## config.mk

```make
export PLATFORM = sky130hd
export DESIGN_NAME = gelato_fetch_scheduler_flat
export DESIGN_NICKNAME = d
export VERILOG_FILES = /design/src/rtl/gelato_fetch_scheduler_pkg.sv /design/src/rtl/gelato_fetch_scheduler_if.sv /design/src/rtl/gelato_rr_arbiter.sv /design/src/rtl/gelato_fetch_scheduler.sv /design/src/flat_wrapper.sv
export SDC_FILE = /design/constraint.sdc
export NUM_CORES = 1
export LEC_CHECK = 0
export CORE_ASPECT_RATIO = 0.75
export CORE_UTILIZATION = 30
export CTS_CLUSTER_DIAMETER = 50
export DETAILED_ROUTE_END_ITERATION = 8
export DONT_BUFFER_PORTS = 1
export SLEW_MARGIN = 20
export SYNTH_ARGS = -nofsm -noshare
export SYNTH_HDL_FRONTEND = slang
export SYNTH_HIERARCHICAL = 1
export SYNTH_SLANG_ARGS = --single-unit
```

## constraint.sdc

```tcl
create_clock -name clk -period 3.75 [get_ports clk]
set_clock_uncertainty 0.1 [all_clocks]
set_input_delay 0.1875 -clock clk [delete_from_list [all_inputs] [get_ports clk]]
set_output_delay 0.1875 -clock clk [all_outputs]
set_load 0.01 [all_outputs]
```

## src/rtl/gelato_fetch_scheduler_pkg.sv

```systemverilog
// rtl/gelato_fetch_scheduler_pkg.sv - shared sizes, types and helpers for the warp fetch scheduler
`ifndef WARP_NUM
`define WARP_NUM 4
`endif
`ifndef ADDR_WIDTH
`define ADDR_WIDTH 32
`endif
`ifndef SPLIT_TABLE_NUM_WIDTH
`define SPLIT_TABLE_NUM_WIDTH 3
`endif

package gelato_types;
    localparam int WARP_NUM        = `WARP_NUM;
    localparam int ADDR_WIDTH      = `ADDR_WIDTH;
    localparam int SPLIT_NUM_WIDTH = `SPLIT_TABLE_NUM_WIDTH;
    localparam int WARP_NUM_WIDTH  = $clog2(WARP_NUM);

    typedef logic [WARP_NUM_WIDTH-1:0]  warp_num_t;
    typedef logic [ADDR_WIDTH-1:0]      addr_t;
    typedef logic [SPLIT_NUM_WIDTH-1:0] split_num_t;
    typedef logic [WARP_NUM-1:0]        warp_mask_t;

    typedef struct packed {
        warp_num_t  warp;
        addr_t      pc;
        split_num_t split_num;
    } fetch_req_t;

    function automatic warp_mask_t warp_onehot(input warp_num_t w);
        return warp_mask_t'(1) << w;
    endfunction
endpackage

```

## src/rtl/gelato_fetch_scheduler_if.sv

```systemverilog
// rtl/gelato_fetch_scheduler_if.sv - fetch request channel between scheduler and instruction cache
interface gelato_fetch_scheduler_if;
    import gelato_types::*;

    logic       fetch_valid;
    logic       fetch_ready;
    warp_num_t  fetch_warp;
    addr_t      fetch_pc;
    split_num_t fetch_split_num;

    modport master (
        output fetch_valid, fetch_warp, fetch_pc, fetch_split_num,
        input  fetch_ready
    );
    modport slave (
        input  fetch_valid, fetch_warp, fetch_pc, fetch_split_num,
        output fetch_ready
    );
endinterface

```

## src/rtl/gelato_rr_arbiter.sv

```systemverilog
// rtl/gelato_rr_arbiter.sv - combinational round-robin picker: rotate, priority-encode, un-rotate
module gelato_rr_arbiter #(
    parameter int N = 4
) (
    input  logic [N-1:0]         req,
    input  logic [$clog2(N)-1:0] ptr,
    output logic                 gnt_valid,
    output logic [$clog2(N)-1:0] gnt_idx
);
    localparam int IW = $clog2(N);

    logic [2*N-1:0] dbl;
    logic [N-1:0]   rot;
    logic [IW-1:0]  k;

    always_comb begin
        dbl       = {req, req};
        rot       = dbl[ptr +: N];
        gnt_valid = |req;
        k         = '0;
        for (int i = N - 1; i >= 0; i--) begin
            if (rot[i]) k = IW'(i);
        end
        // N is a power of two, so the add wraps modulo N for free
        gnt_idx = ptr + k;
    end
endmodule

```

## src/rtl/gelato_fetch_scheduler.sv

```systemverilog
// rtl/gelato_fetch_scheduler.sv - per-core warp fetch scheduler issuing one registered icache request at a time
module gelato_fetch_scheduler
    import gelato_types::*;
(
    input  logic                                     clk,
    input  logic                                     rst_n,
    input  logic                                     rdy,
    input  logic [WARP_NUM-1:0]                      pc_valid,
    input  logic [WARP_NUM-1:0][ADDR_WIDTH-1:0]      pc,
    input  logic [WARP_NUM-1:0][SPLIT_NUM_WIDTH-1:0] pc_split_num,
    gelato_fetch_scheduler_if.master                 fetch,
    input  logic                                     done_valid,
    input  warp_num_t                                done_warp,
    output logic [WARP_NUM-1:0]                      inflight
);
    fetch_req_t req_q, req_d;
    logic       fetch_valid_q, fetch_valid_d;
    warp_mask_t inflight_q, inflight_d;
    warp_num_t  rr_ptr_q, rr_ptr_d;

    logic       accept;
    logic       load;
    warp_mask_t accept_mask;
    warp_mask_t done_mask;
    warp_mask_t elig;
    logic       gnt_valid;
    warp_num_t  gnt_idx;

    always_comb begin
        accept      = fetch_valid_q & fetch.fetch_ready;
        load        = ~fetch_valid_q | accept;
        accept_mask = accept ? warp_onehot(req_q.warp) : '0;
        done_mask   = done_valid ? warp_onehot(done_warp) : '0;
        // the warp leaving this cycle must not be picked again before inflight catches up
        elig        = pc_valid & ~inflight_q & ~accept_mask;
    end

    gelato_rr_arbiter #(.N(WARP_NUM)) u_arb (
        .req       (elig),
        .ptr       (rr_ptr_q),
        .gnt_valid (gnt_valid),
        .gnt_idx   (gnt_idx)
    );

    always_comb begin
        req_d         = req_q;
        fetch_valid_d = fetch_valid_q;
        inflight_d    = inflight_q;
        rr_ptr_d      = rr_ptr_q;
        if (rdy) begin
            inflight_d = (inflight_q & ~done_mask) | accept_mask;
            if (load) begin
                fetch_valid_d = gnt_valid;
                if (gnt_valid) begin
                    req_d.warp      = gnt_idx;
                    req_d.pc        = pc[gnt_idx];
                    req_d.split_num = pc_split_num[gnt_idx];
                    rr_ptr_d        = gnt_idx + 1'b1;
                end
            end
        end
    end

    always_ff @(posedge clk) begin
        if (!rst_n) begin
            req_q         <= '0;
            fetch_valid_q <= 1'b0;
            inflight_q    <= '0;
            rr_ptr_q      <= '0;
        end else begin
            req_q         <= req_d;
            fetch_valid_q <= fetch_valid_d;
            inflight_q    <= inflight_d;
            rr_ptr_q      <= rr_ptr_d;
        end
    end

    assign fetch.fetch_valid     = fetch_valid_q;
    assign fetch.fetch_warp      = req_q.warp;
    assign fetch.fetch_pc        = req_q.pc;
    assign fetch.fetch_split_num = req_q.split_num;
    assign inflight              = inflight_q;
endmodule

```

## src/flat_wrapper.sv

```systemverilog
// flat-port wrapper written by rule: the top's interface ports become plain ports
module gelato_fetch_scheduler_flat import gelato_types::*;
  (clk, rst_n, rdy, pc_valid, pc, pc_split_num, done_valid, done_warp, inflight, fetch_fetch_valid, fetch_fetch_warp, fetch_fetch_pc, fetch_fetch_split_num, fetch_fetch_ready);
  gelato_fetch_scheduler_if fetch_i ();
  input  logic clk;
  input  logic rst_n;
  input  logic rdy;
  input  logic [WARP_NUM-1:0] pc_valid;
  input  logic [WARP_NUM-1:0][ADDR_WIDTH-1:0] pc;
  input  logic [WARP_NUM-1:0][SPLIT_NUM_WIDTH-1:0] pc_split_num;
  input  logic done_valid;
  input  warp_num_t done_warp;
  output logic [WARP_NUM-1:0] inflight;
  output wire logic [$bits(fetch_i.fetch_valid)-1:0] fetch_fetch_valid;
  output wire logic [$bits(fetch_i.fetch_warp)-1:0] fetch_fetch_warp;
  output wire logic [$bits(fetch_i.fetch_pc)-1:0] fetch_fetch_pc;
  output wire logic [$bits(fetch_i.fetch_split_num)-1:0] fetch_fetch_split_num;
  input wire logic [$bits(fetch_i.fetch_ready)-1:0] fetch_fetch_ready;
  assign fetch_fetch_valid = fetch_i.fetch_valid;
  assign fetch_fetch_warp = fetch_i.fetch_warp;
  assign fetch_fetch_pc = fetch_i.fetch_pc;
  assign fetch_fetch_split_num = fetch_i.fetch_split_num;
  assign fetch_i.fetch_ready = fetch_fetch_ready;
  gelato_fetch_scheduler u_core (.clk(clk), .rst_n(rst_n), .rdy(rdy), .pc_valid(pc_valid), .pc(pc), .pc_split_num(pc_split_num), .fetch(fetch_i), .done_valid(done_valid), .done_warp(done_warp), .inflight(inflight));
endmodule
```

==> results of run 1 <==
==> cells in the final DEF, fill, tap and decap left out, types with 5 or more instances in the layout <==
cell	Yosys	routed
a22o_1	35	35
nand3_1	7	7
mux4_2	35	35
nand2b_1	5	5
clkbuf_16	0	5
nand2_1	8	8
nor2b_1	6	6
dfxtp_1	44	44
a21oi_1	6	6
buf_4	0	5
==> final cells by class <==
type / count / area (µm²) / area share
clock buffer: 6 / 139 / 0.0493
clock inverter: 2 / 10.0 / 0.00355
inverter: 2 / 7.51 / 0.00267
multi-input combinational: 137 / 1570 / 0.558
sequential: 44 / 881 / 0.313
tap: 105 / 131 / 0.0466
timing repair buffer: 8 / 77.6 / 0.0275
==> routing by layer <==
metal / share of wire / wire length [µm] / vias to the layer above
li1: - / - / 813
met1: 0.39 / 2680 / 856
met2: 0.49 / 3420 / 123
met3: 0.11 / 780 / 2
met4: 0.0058 / 40 / 0
met5: 0 / 0 / -
==> where the power goes <==
group / total [mW] / switching (mW) / internal, mW / leakage (nW)
Clock: 0.445 / 0.182 / 0.263 / 0.0766
Sequential: 0.636 / 0.0927 / 0.543 / 0.362
Combinational: 0.661 / 0.272 / 0.389 / 0.566
==> per-stage QoR <==
step | area, µm² | cells | setup WS (ns) | hold slack (ns) | power (mW)
finish | 2820 | 304 | 0.323 | 0.00696 | 1.74
global route | 2820 | 304 | 0.0859 | 0.0158 | 1.85
CTS | 2810 | 304 | 0.132 | 0.00290 | 1.77
detailed placement | 2640 | 294 | 0.148 | 0.227 | 1.31
global placement | 2640 | 294 | 0.271 | 0.221 | 1.29
floorplan | 2590 | 201 | 0.732 | 0.302 | 1.21
==> kinds of logic (layout without fill, tap and decap cells) <==
kind of cell               after synthesis  count (layout)  share of synthesized area
DFF                                     44              44                      0.340
adders and majority gates                1               1                    0.00483
buffers and inverters                   20              18                     0.0614
and+or+nand+nor                         35              35                     0.0764
muxes                                   37              37                      0.313
xor gates and xnor gates                 3               3                     0.0102
AOI/OAI and AO/OA                       61              61                      0.194
==> sequential cells by signal, indices dropped and copies added (netlist names) <==
| register | cells |
|---|---|
| u_core/fetch.fetch_pc | 32 |
| u_core/rr_ptr_q | 2 |
| u_core/inflight | 4 |
| u_core/fetch.fetch_valid | 1 |
| u_core/fetch.fetch_warp | 2 |
| u_core/fetch.fetch_split_num | 3 |
==> final timing paths <==
check | from | to | cells after the start
worst max register to register | u_core/fetch.fetch_warp[1] | u_core/fetch.fetch_pc[8] | 12
worst min register to register | u_core/fetch.fetch_pc[5] | u_core/fetch.fetch_pc[5] | 1
worst max-delay path | u_core/fetch.fetch_warp[1] | u_core/fetch.fetch_pc[8] | 12
worst min-delay path | rdy | u_core/inflight[3] | 2
==> what timing repair did <==
item | in CTS | in global routing
endpoints found under the setup margin | 0 | 26
hold endpoints to repair | 9 | 0
hold buffers | 2 | 0
resized for setup | 0 | 1
==> flow_metrics.env, run 1 <==
export IMPL_status="completed"
export IMPL_leakagePower_nw=1.00
export IMPL_dieArea_um2=9010
export IMPL_post_route_period_util=0.914
export IMPL_routed_wl_um=6920
export IMPL_grt_antenna_before_repair=0
export IMPL_slew_headroom=0.616
export IMPL_vias_per_cell=5.90
export IMPL_powerDensity_nw_per_um2=618
export IMPL_drv_slew=0
export IMPL_synth_edff_count=0
export IMPL_grt_use_total=0.143
export IMPL_antenna_left=0
export IMPL_dr_pass1_iters=4
export IMPL_worstPathCellList="and3_1 > a21oi_1 > nor2b_1 > a21oi_1 > o22ai_1 > o21a_1 > ha_2 > xnor2_1 > xnor2_4 > buf_4 > mux4_2 > a22o_1"
export IMPL_rsz0062_at_grt="no"
export IMPL_cp_slowest_stage_delay_ns=0.50
export IMPL_cts_buffer_depth=2
export IMPL_wl_per_cell_um=22.8
export IMPL_worst_pin_slew_ns=0.575
export IMPL_numClockSinks=44
export IMPL_synth_async_sr_flop_share=0
export IMPL_core_um2=8130
export IMPL_critPathLaunchType="flop"
export IMPL_synth_nets=353
export IMPL_ys_seq_area_frac=0.340
export IMPL_use_met1=0.157
export IMPL_port_buffers=0
export IMPL_fill_cells=801
export IMPL_post_cts_buffers=0
export IMPL_post_synth_num_cell_types=36
export IMPL_synth_area_leaders="dfxtp_1 (34%), mux4_2 (30%), a22o_1 (12%), buf_6 (4.3%), nor2b_1 (1.4%)"
export IMPL_timing_setup_tns_ns=0
export IMPL_grt_pass1_wl_um=9540
export IMPL_clock_latency_ns=0.28
export IMPL_path_max_fanout=10
export IMPL_timing_fmax_ghz=0.292
export IMPL_crit_top_cell="a21oi_1"
export IMPL_cts_clk_slew_worst_paths_ns=0.07
export IMPL_hold_viol_final=0
export IMPL_synth_top_area_frac=0.340
export IMPL_drive_gt1_frac=0.276
export IMPL_grtUsageMet2=0.261
export IMPL_synth_warnings=6
export IMPL_htreeDepth=2
export IMPL_ys_flop_type="dfxtp_1"
export IMPL_required_ns=3.83
export IMPL_synthCells=201
export IMPL_cp_slowest_cell="a21oi_1"
export IMPL_drc=0
export IMPL_cts_root_buf="clkbuf_16"
export IMPL_fp_dieH_um=82.4
export IMPL_synth_seq_cells=44
export IMPL_overflow=0
export IMPL_peakVddDrop_uv=211
export IMPL_num_rows=28
export IMPL_crit_path_end_kind="flop"
export IMPL_utilization=0.347
export IMPL_yosys_area_top_type="dfxtp_1"
export IMPL_synth_avg_cell_area_um2=12.9
export IMPL_grt_max_degree=36
export IMPL_top_usage_layer="met2"
export IMPL_max_cap_violations=0
export IMPL_synth_most_common_cell="dfxtp_1"
export IMPL_fin_crit_ns=3.43
export IMPL_die_x_um=109
export IMPL_use_met3=0.0542
export IMPL_crit_buf_inv=1
export IMPL_vias=1794
export IMPL_drt_iter0_drc=92
export IMPL_cts_buffers=5
export IMPL_finalSetupViolCount=0
export IMPL_cp_data_arrival_time_ns=3.50
export IMPL_syn2layout_area_growth_pct=8.80
export IMPL_syn_area_um2=2590
export IMPL_final_nets=350
export IMPL_hold_path_class="in -> reg"
export IMPL_grt_pass1_vias=1837
export IMPL_antenna_cells=0
export IMPL_crit_type="reg -> reg"
export IMPL_place_hpwl_um=5270
export IMPL_cts_tree="built"
export IMPL_ys_top_cells_by_count="dfxtp_1 (44), a22o_1 (35), mux4_2 (35)"
export IMPL_finalWeightedCongestion=0.768
export IMPL_r2r_slack_ns=0.32
export IMPL_ios=193
export IMPL_start_util=0.319
export IMPL_critPathTopFamily="compound AO/OA/AOI/OAI gates"
Note: power is estimated with default switching activity, not from simulation.
==> inputs of run 2 (changes only) <==
==> constraint.sdc (replaced) <==
create_clock -name clk -period 3.8 [get_ports clk]
set_clock_uncertainty 0.1 [all_clocks]
set_input_delay 0.19 -clock clk [delete_from_list [all_inputs] [get_ports clk]]
set_output_delay 0.19 -clock clk [all_outputs]
set_load 0.01 [all_outputs]
==> run 2 against run 1 <==
  * Wire length increased by 1.7%
  * Largest cell class unchanged
  * Count of clock-buffer cells in the layout increased by 1
  * First-iteration DRC count decreased by 12%
==> flow_metrics.env, run 2 (synthesis results as in run 1) <==
export IMPL_vias=1808
export IMPL_fin_crit_ns=3.49
export IMPL_final_nets=349
export IMPL_powerDensity_nw_per_um2=614
export IMPL_overflow=0
export IMPL_ios=193
export IMPL_timing_fmax_ghz=0.287
export IMPL_critPathLaunchType="flop"
export IMPL_rsz0062_at_grt="no"
export IMPL_core_um2=8130
export IMPL_grt_pass1_wl_um=9680
export IMPL_slew_headroom=0.590
export IMPL_whs_ns=0.0231
export IMPL_cp_slowest_stage_delay_ns=0.51
export IMPL_post_route_period_util=0.917
export IMPL_start_util=0.319
export IMPL_dr_pass1_iters=4
export IMPL_hold_path_class="in -> reg"
export IMPL_crit_top_cell="a21oi_1"
export IMPL_crit_buf_inv=1
export IMPL_clock_latency_ns=0.28
export IMPL_combPwrFrac=0.381
export IMPL_max_cap_violations=0
export IMPL_grt_pass1_vias=1897
export IMPL_wl_per_cell_um=23.3
export IMPL_finalWeightedCongestion=0.747
export IMPL_path_max_fanout=29
export IMPL_grt_max_degree=36
export IMPL_port_buffers=0
export IMPL_status="completed"
export IMPL_placed_area_um2=2650
export IMPL_antenna_cells=0
export IMPL_place_inst=293
export IMPL_post_cts_buffers=0
export IMPL_finalSetupViolCount=0
export IMPL_seqPwrFrac=0.360
export IMPL_worstPathCellList="and3_1 > a21oi_1 > nand2_1 > a21oi_1 > o22ai_1 > o21a_1 > ha_2 > xnor2_1 > xnor2_4 > buf_12 > mux4_2 > a22o_1"
export IMPL_p_clk_frac=0.259
export IMPL_antenna_left=0
export IMPL_cts_tree="built"
export IMPL_fin_cells=302
export IMPL_largest_reg_flops=32
export IMPL_fp_dieH_um=82.4
export IMPL_crit_type="reg -> reg"
export IMPL_internal_power_mw=1.20
export IMPL_place_hpwl_um=5430
export IMPL_cts_buffer_depth=2
export IMPL_leakagePower_nw=1.01
export IMPL_peakVddDrop_uv=203
export IMPL_routed_wl_um=7040
export IMPL_critPathTopFamily="compound AO/OA/AOI/OAI gates"
export IMPL_pre_cts_ws_ns=0.164
export IMPL_dieArea_um2=9010
export IMPL_total_power_mw=1.74
export IMPL_crit_path_end_kind="flop"
export IMPL_drt_iter0_drc=81
export IMPL_p_sw_uw=538
export IMPL_grt_use_total=0.149
export IMPL_cp_data_arrival_time_ns=3.56
export IMPL_drive_gt1_frac=0.269
export IMPL_die_x_um=109
export IMPL_vias_per_cell=5.99
export IMPL_layout_common_cells="dfxtp_1 (44), mux4_2 (35), a22o_1 (35), nand2_1 (8), nand3_1 (7)"
export IMPL_swShare=0.309
export IMPL_num_rows=28
export IMPL_cp_slowest_cell="a21oi_1"
export IMPL_numClockSinks=44
export IMPL_cts_buffers=5
export IMPL_cts_root_buf="clkbuf_16"
export IMPL_syn2layout_area_growth_pct=9.62
export IMPL_final_area_um2=2840
export IMPL_cts_clk_slew_worst_paths_ns=0.06
export IMPL_worst_pin_slew_ns=0.613
export IMPL_required_ns=3.88
export IMPL_hold_viol_final=0
export IMPL_fin_ws_ns=0.314
export IMPL_final_common_cell="dfxtp_1"
export IMPL_grt_antenna_before_repair=0
export IMPL_timing_setup_tns_ns=0
export IMPL_drv_slew=0
export IMPL_htreeDepth=2
export IMPL_utilization=0.349
export IMPL_drc=0
[run 2: changes by cell type in the layout (fill, tap and decap cells not counted)]
cell      change
buf_4         -3
clkbuf_8      +1
buf_12        +2
clkinv_2      -2
[run 2: path summary, 6_finish.rpt]
kind	start	to	slack, ns	depth (start not counted)
max	u_core/fetch.fetch_warp[1]	u_core/fetch.fetch_pc[5]	0.31	12
min	rdy	u_core/inflight[3]	0.02	2
max reg2reg	u_core/fetch.fetch_warp[1]	u_core/fetch.fetch_pc[5]	0.31	12
min reg2reg	u_core/fetch.fetch_pc[5]	u_core/fetch.fetch_pc[5]	0.45	1
[run 2: cell type report]
class                      count  area [µm²]
fill                         807        5290
timing repair buffer           7        95.1
clock buffer                   7         153
sequential                    44         881
tap                          105         131
inverter                       2        7.51
multi-input combinational    137        1570
[run 2: what timing repair did]
action	4_1_cts	5_1_grt
resized for setup	0	1
endpoints found under the hold margin	9	0
endpoints found under the setup margin	0	27
hold buffers	2	0
[run 2: power by group through the flow]
stage	combinational, mW	sequential, mW	clock [mW]
2_1_floorplan	0.579	0.618	0
6_report	0.664	0.627	0.452
5_1_grt	0.718	0.639	0.488
3_5_place_dp	0.663	0.638	0
4_1_cts	0.667	0.628	0.474
3_3_place_gp	0.650	0.638	0
[run 2: per-layer routing]
metal | global-route usage | up-vias | routed length (µm) | share of wire
li1 | - | 813 | - | -
met1 | 0.150 | 876 | 2590 | 0.37
met2 | 0.294 | 115 | 3730 | 0.53
met3 | 0.0424 | 4 | 649 | 0.092
met4 | 0.0520 | 0 | 63 | 0.0090
met5 | 0 | - | 0 | 0
==> inputs of run 3 (changes only) <==
--- a/config.mk
+++ b/config.mk
@@ -5,6 +5,7 @@
 export SDC_FILE = /design/constraint.sdc
 export NUM_CORES = 1
 export LEC_CHECK = 0
+export ABC_AREA = 1
 export CORE_ASPECT_RATIO = 0.75
 export CORE_UTILIZATION = 30
 export CTS_CLUSTER_DIAMETER = 50
==> run 3 against run 2 <==
  * Register-to-register slack better by 0.36 ns
  * Clock power up 12%
  * Worst hold slack better by 0.0038 ns
  * Global-route usage is 0.46 points higher
  * Via count increased by 110%
  * Synthesized area up 46%
  * Synthesized cell count grew to 3.6 times the previous value
  * Highest routed layer unchanged
==> flow_metrics.env, run 3 <==
export IMPL_whs_ns=0.0269
export IMPL_pre_cts_ws_ns=0.687
export IMPL_reg2regPathDepth=18
export IMPL_vias=3809
export IMPL_fp_dieH_um=99.1
export IMPL_dr_pass1_iters=5
export IMPL_place_inst=866
export IMPL_ys_seq_area_frac=0.234
export IMPL_syn2layout_area_growth_pct=5.08
export IMPL_max_cap_violations=0
export IMPL_port_buffers=0
export IMPL_crit_path_end_kind="flop"
export IMPL_yosys_area_top_type="nand2_1"
export IMPL_synth_top_area_frac=0.281
export IMPL_grt_max_degree=78
export IMPL_synth_area_leaders="nand2_1 (28%), dfxtp_1 (23%), inv_1 (18%), nand3_1 (11%), nor2_1 (7.4%)"
export IMPL_numClockSinks=44
export IMPL_leakagePower_nw=2.47
export IMPL_grt_pass1_vias=3409
export IMPL_fin_cells=876
export IMPL_worstPathCellList="nand2_1 > nor3_1 > nor3b_1 > nand2_1 > nand3_1 > nand3_1 > a21boi_1 > ha_2 > xor2_1 > inv_1 > nand3_1 > nand2_2 > inv_2 > buf_4 > nand3_1 > nand2_1 > nor2_1 > nor2_1"
export IMPL_die_x_um=131
export IMPL_final_area_um2=3960
export IMPL_clock_latency_ns=0.29
export IMPL_cts_buffers=5
export IMPL_cp_data_arrival_time_ns=3.25
export IMPL_fin_crit_ns=3.13
export IMPL_cts_clk_slew_worst_paths_ns=0.07
export IMPL_peakVddDrop_uv=356
export IMPL_final_common_cell="nand2_1"
export IMPL_drt_iter0_drc=167
export IMPL_place_hpwl_um=6780
export IMPL_syn_area_um2=3770
export IMPL_path_max_fanout=22
export IMPL_timing_fmax_ghz=0.319
export IMPL_dieArea_um2=13000
export IMPL_total_power_mw=2.60
export IMPL_critPathLaunchType="flop"
export IMPL_wl_per_cell_um=11.3
export IMPL_slew_headroom=0.427
export IMPL_core_um2=12300
export IMPL_utilization=0.323
export IMPL_drv_slew=0
export IMPL_cts_buffer_depth=2
export IMPL_synth_seq_cells=44
export IMPL_post_cts_buffers=0
export IMPL_grt_antenna_before_repair=0
export IMPL_post_route_period_util=0.824
export IMPL_ys_top_cells_by_count="nand2_1 (282), inv_1 (183), nand3_1 (80)"
export IMPL_synth_warnings=6
export IMPL_rsz0062_at_grt="no"
export IMPL_min_path_cells=2
export IMPL_post_synth_num_cell_types=23
export IMPL_crit_top_cell="nand3_1"
export IMPL_worst_pin_slew_ns=0.860
export IMPL_synth_avg_cell_area_um2=5.16
export IMPL_hold_path_class="in -> reg"
export IMPL_antenna_left=0
export IMPL_cp_slowest_cell="nor3b_1"
export IMPL_synthCells=730
export IMPL_finalWeightedCongestion=0.829
export IMPL_cts_tree="built"
export IMPL_routed_wl_um=9890
export IMPL_required_ns=3.92
export IMPL_start_util=0.307
export IMPL_finalSetupViolCount=0
export IMPL_synth_async_sr_flop_share=0
export IMPL_vias_per_cell=4.35
export IMPL_cp_slowest_stage_delay_ns=0.41
export IMPL_placed_area_um2=3760
export IMPL_ys_flop_type="dfxtp_1"
export IMPL_layout_common_cells="nand2_1 (281), inv_1 (183), nand3_1 (80), nor2_1 (74), dfxtp_1 (44)"
export IMPL_synth_most_common_cell="nand2_1"
export IMPL_timing_setup_tns_ns=0
export IMPL_num_rows=35
export IMPL_htreeDepth=2
export IMPL_synth_edff_count=0
export IMPL_drive_gt1_frac=0.0366
export IMPL_fin_ws_ns=0.670
export IMPL_hold_viol_final=0
export IMPL_status="completed"
export IMPL_grt_use_total=0.153
export IMPL_ios=193
export IMPL_grt_pass1_wl_um=16300
export IMPL_synth_nets=882
export IMPL_antenna_cells=0
export IMPL_powerDensity_nw_per_um2=657
export IMPL_final_nets=861
export IMPL_cts_root_buf="clkbuf_16"
export IMPL_crit_type="reg -> reg"
export IMPL_largest_reg_flops=32
export IMPL_overflow=0
export IMPL_drc=0
## run 3: metal layers
metal / global-route usage / share of wire / up-vias
li1: - / - / 2045
met1: 0.201 / 0.49 / 1624
met2: 0.256 / 0.44 / 138
met3: 0.0401 / 0.070 / 2
met4: 0.0259 / 0.0039 / 0
met5: 0 / 0 / -
## run 3: cells by family after synthesis
group / Yosys count / share of synthesized area
AND/OR/NAND/NOR: 448 / 0.484
adder cells (fa/ha/maj): 1 / 0.00332
buffers and inverters: 223 / 0.257
XOR/XNOR: 1 / 0.00232
AO/OA/AOI/OAI: 13 / 0.0199
flip-flops: 44 / 0.234
## run 3: critical path, delay by kind of cell (launching register included)
family | cells | cell delay [ns]
buffers and inverters | 3 | 0.66
AO/OA/AOI/OAI | 1 | 0.13
XOR/XNOR | 1 | 0.19
adder cells (fa/ha/maj) | 1 | 0.19
flip-flops | 1 | 0.37
AND/OR/NAND/NOR | 12 | 1.44
## run 3: power breakdown
part	switching [mW]	internal [mW]
registers	0.110	0.549
logic	0.965	0.475
clock network	0.195	0.309
total	1.27	1.33
## run 3: cell type report
cell class | instances | area [µm²]
Multi-Input combinational cell | 463 | 1930
Fill cell | 1397 | 8300
Timing Repair Buffer | 7 | 67.6
Sequential cell | 44 | 881
Tap cell | 166 | 208
Clock inverter | 3 | 42.5
Inverter | 188 | 711
Clock buffer | 5 | 125
## run 3: repair_timing
action,4_1_cts,5_1_grt
resized for setup,0,0
hold buffers,2,0
hold endpoints to repair,44,0
endpoints found under the setup margin,0,0
## run 3: path summary, 6_finish.rpt
path                              from                        end  slack [ns]
min                              rst_n   u_core/fetch.fetch_valid        0.03
max           u_core/fetch.fetch_valid  u_core/fetch.fetch_pc[17]        0.67
max reg2reg   u_core/fetch.fetch_valid  u_core/fetch.fetch_pc[17]        0.67
min reg2reg  u_core/fetch.fetch_pc[13]  u_core/fetch.fetch_pc[13]        0.46
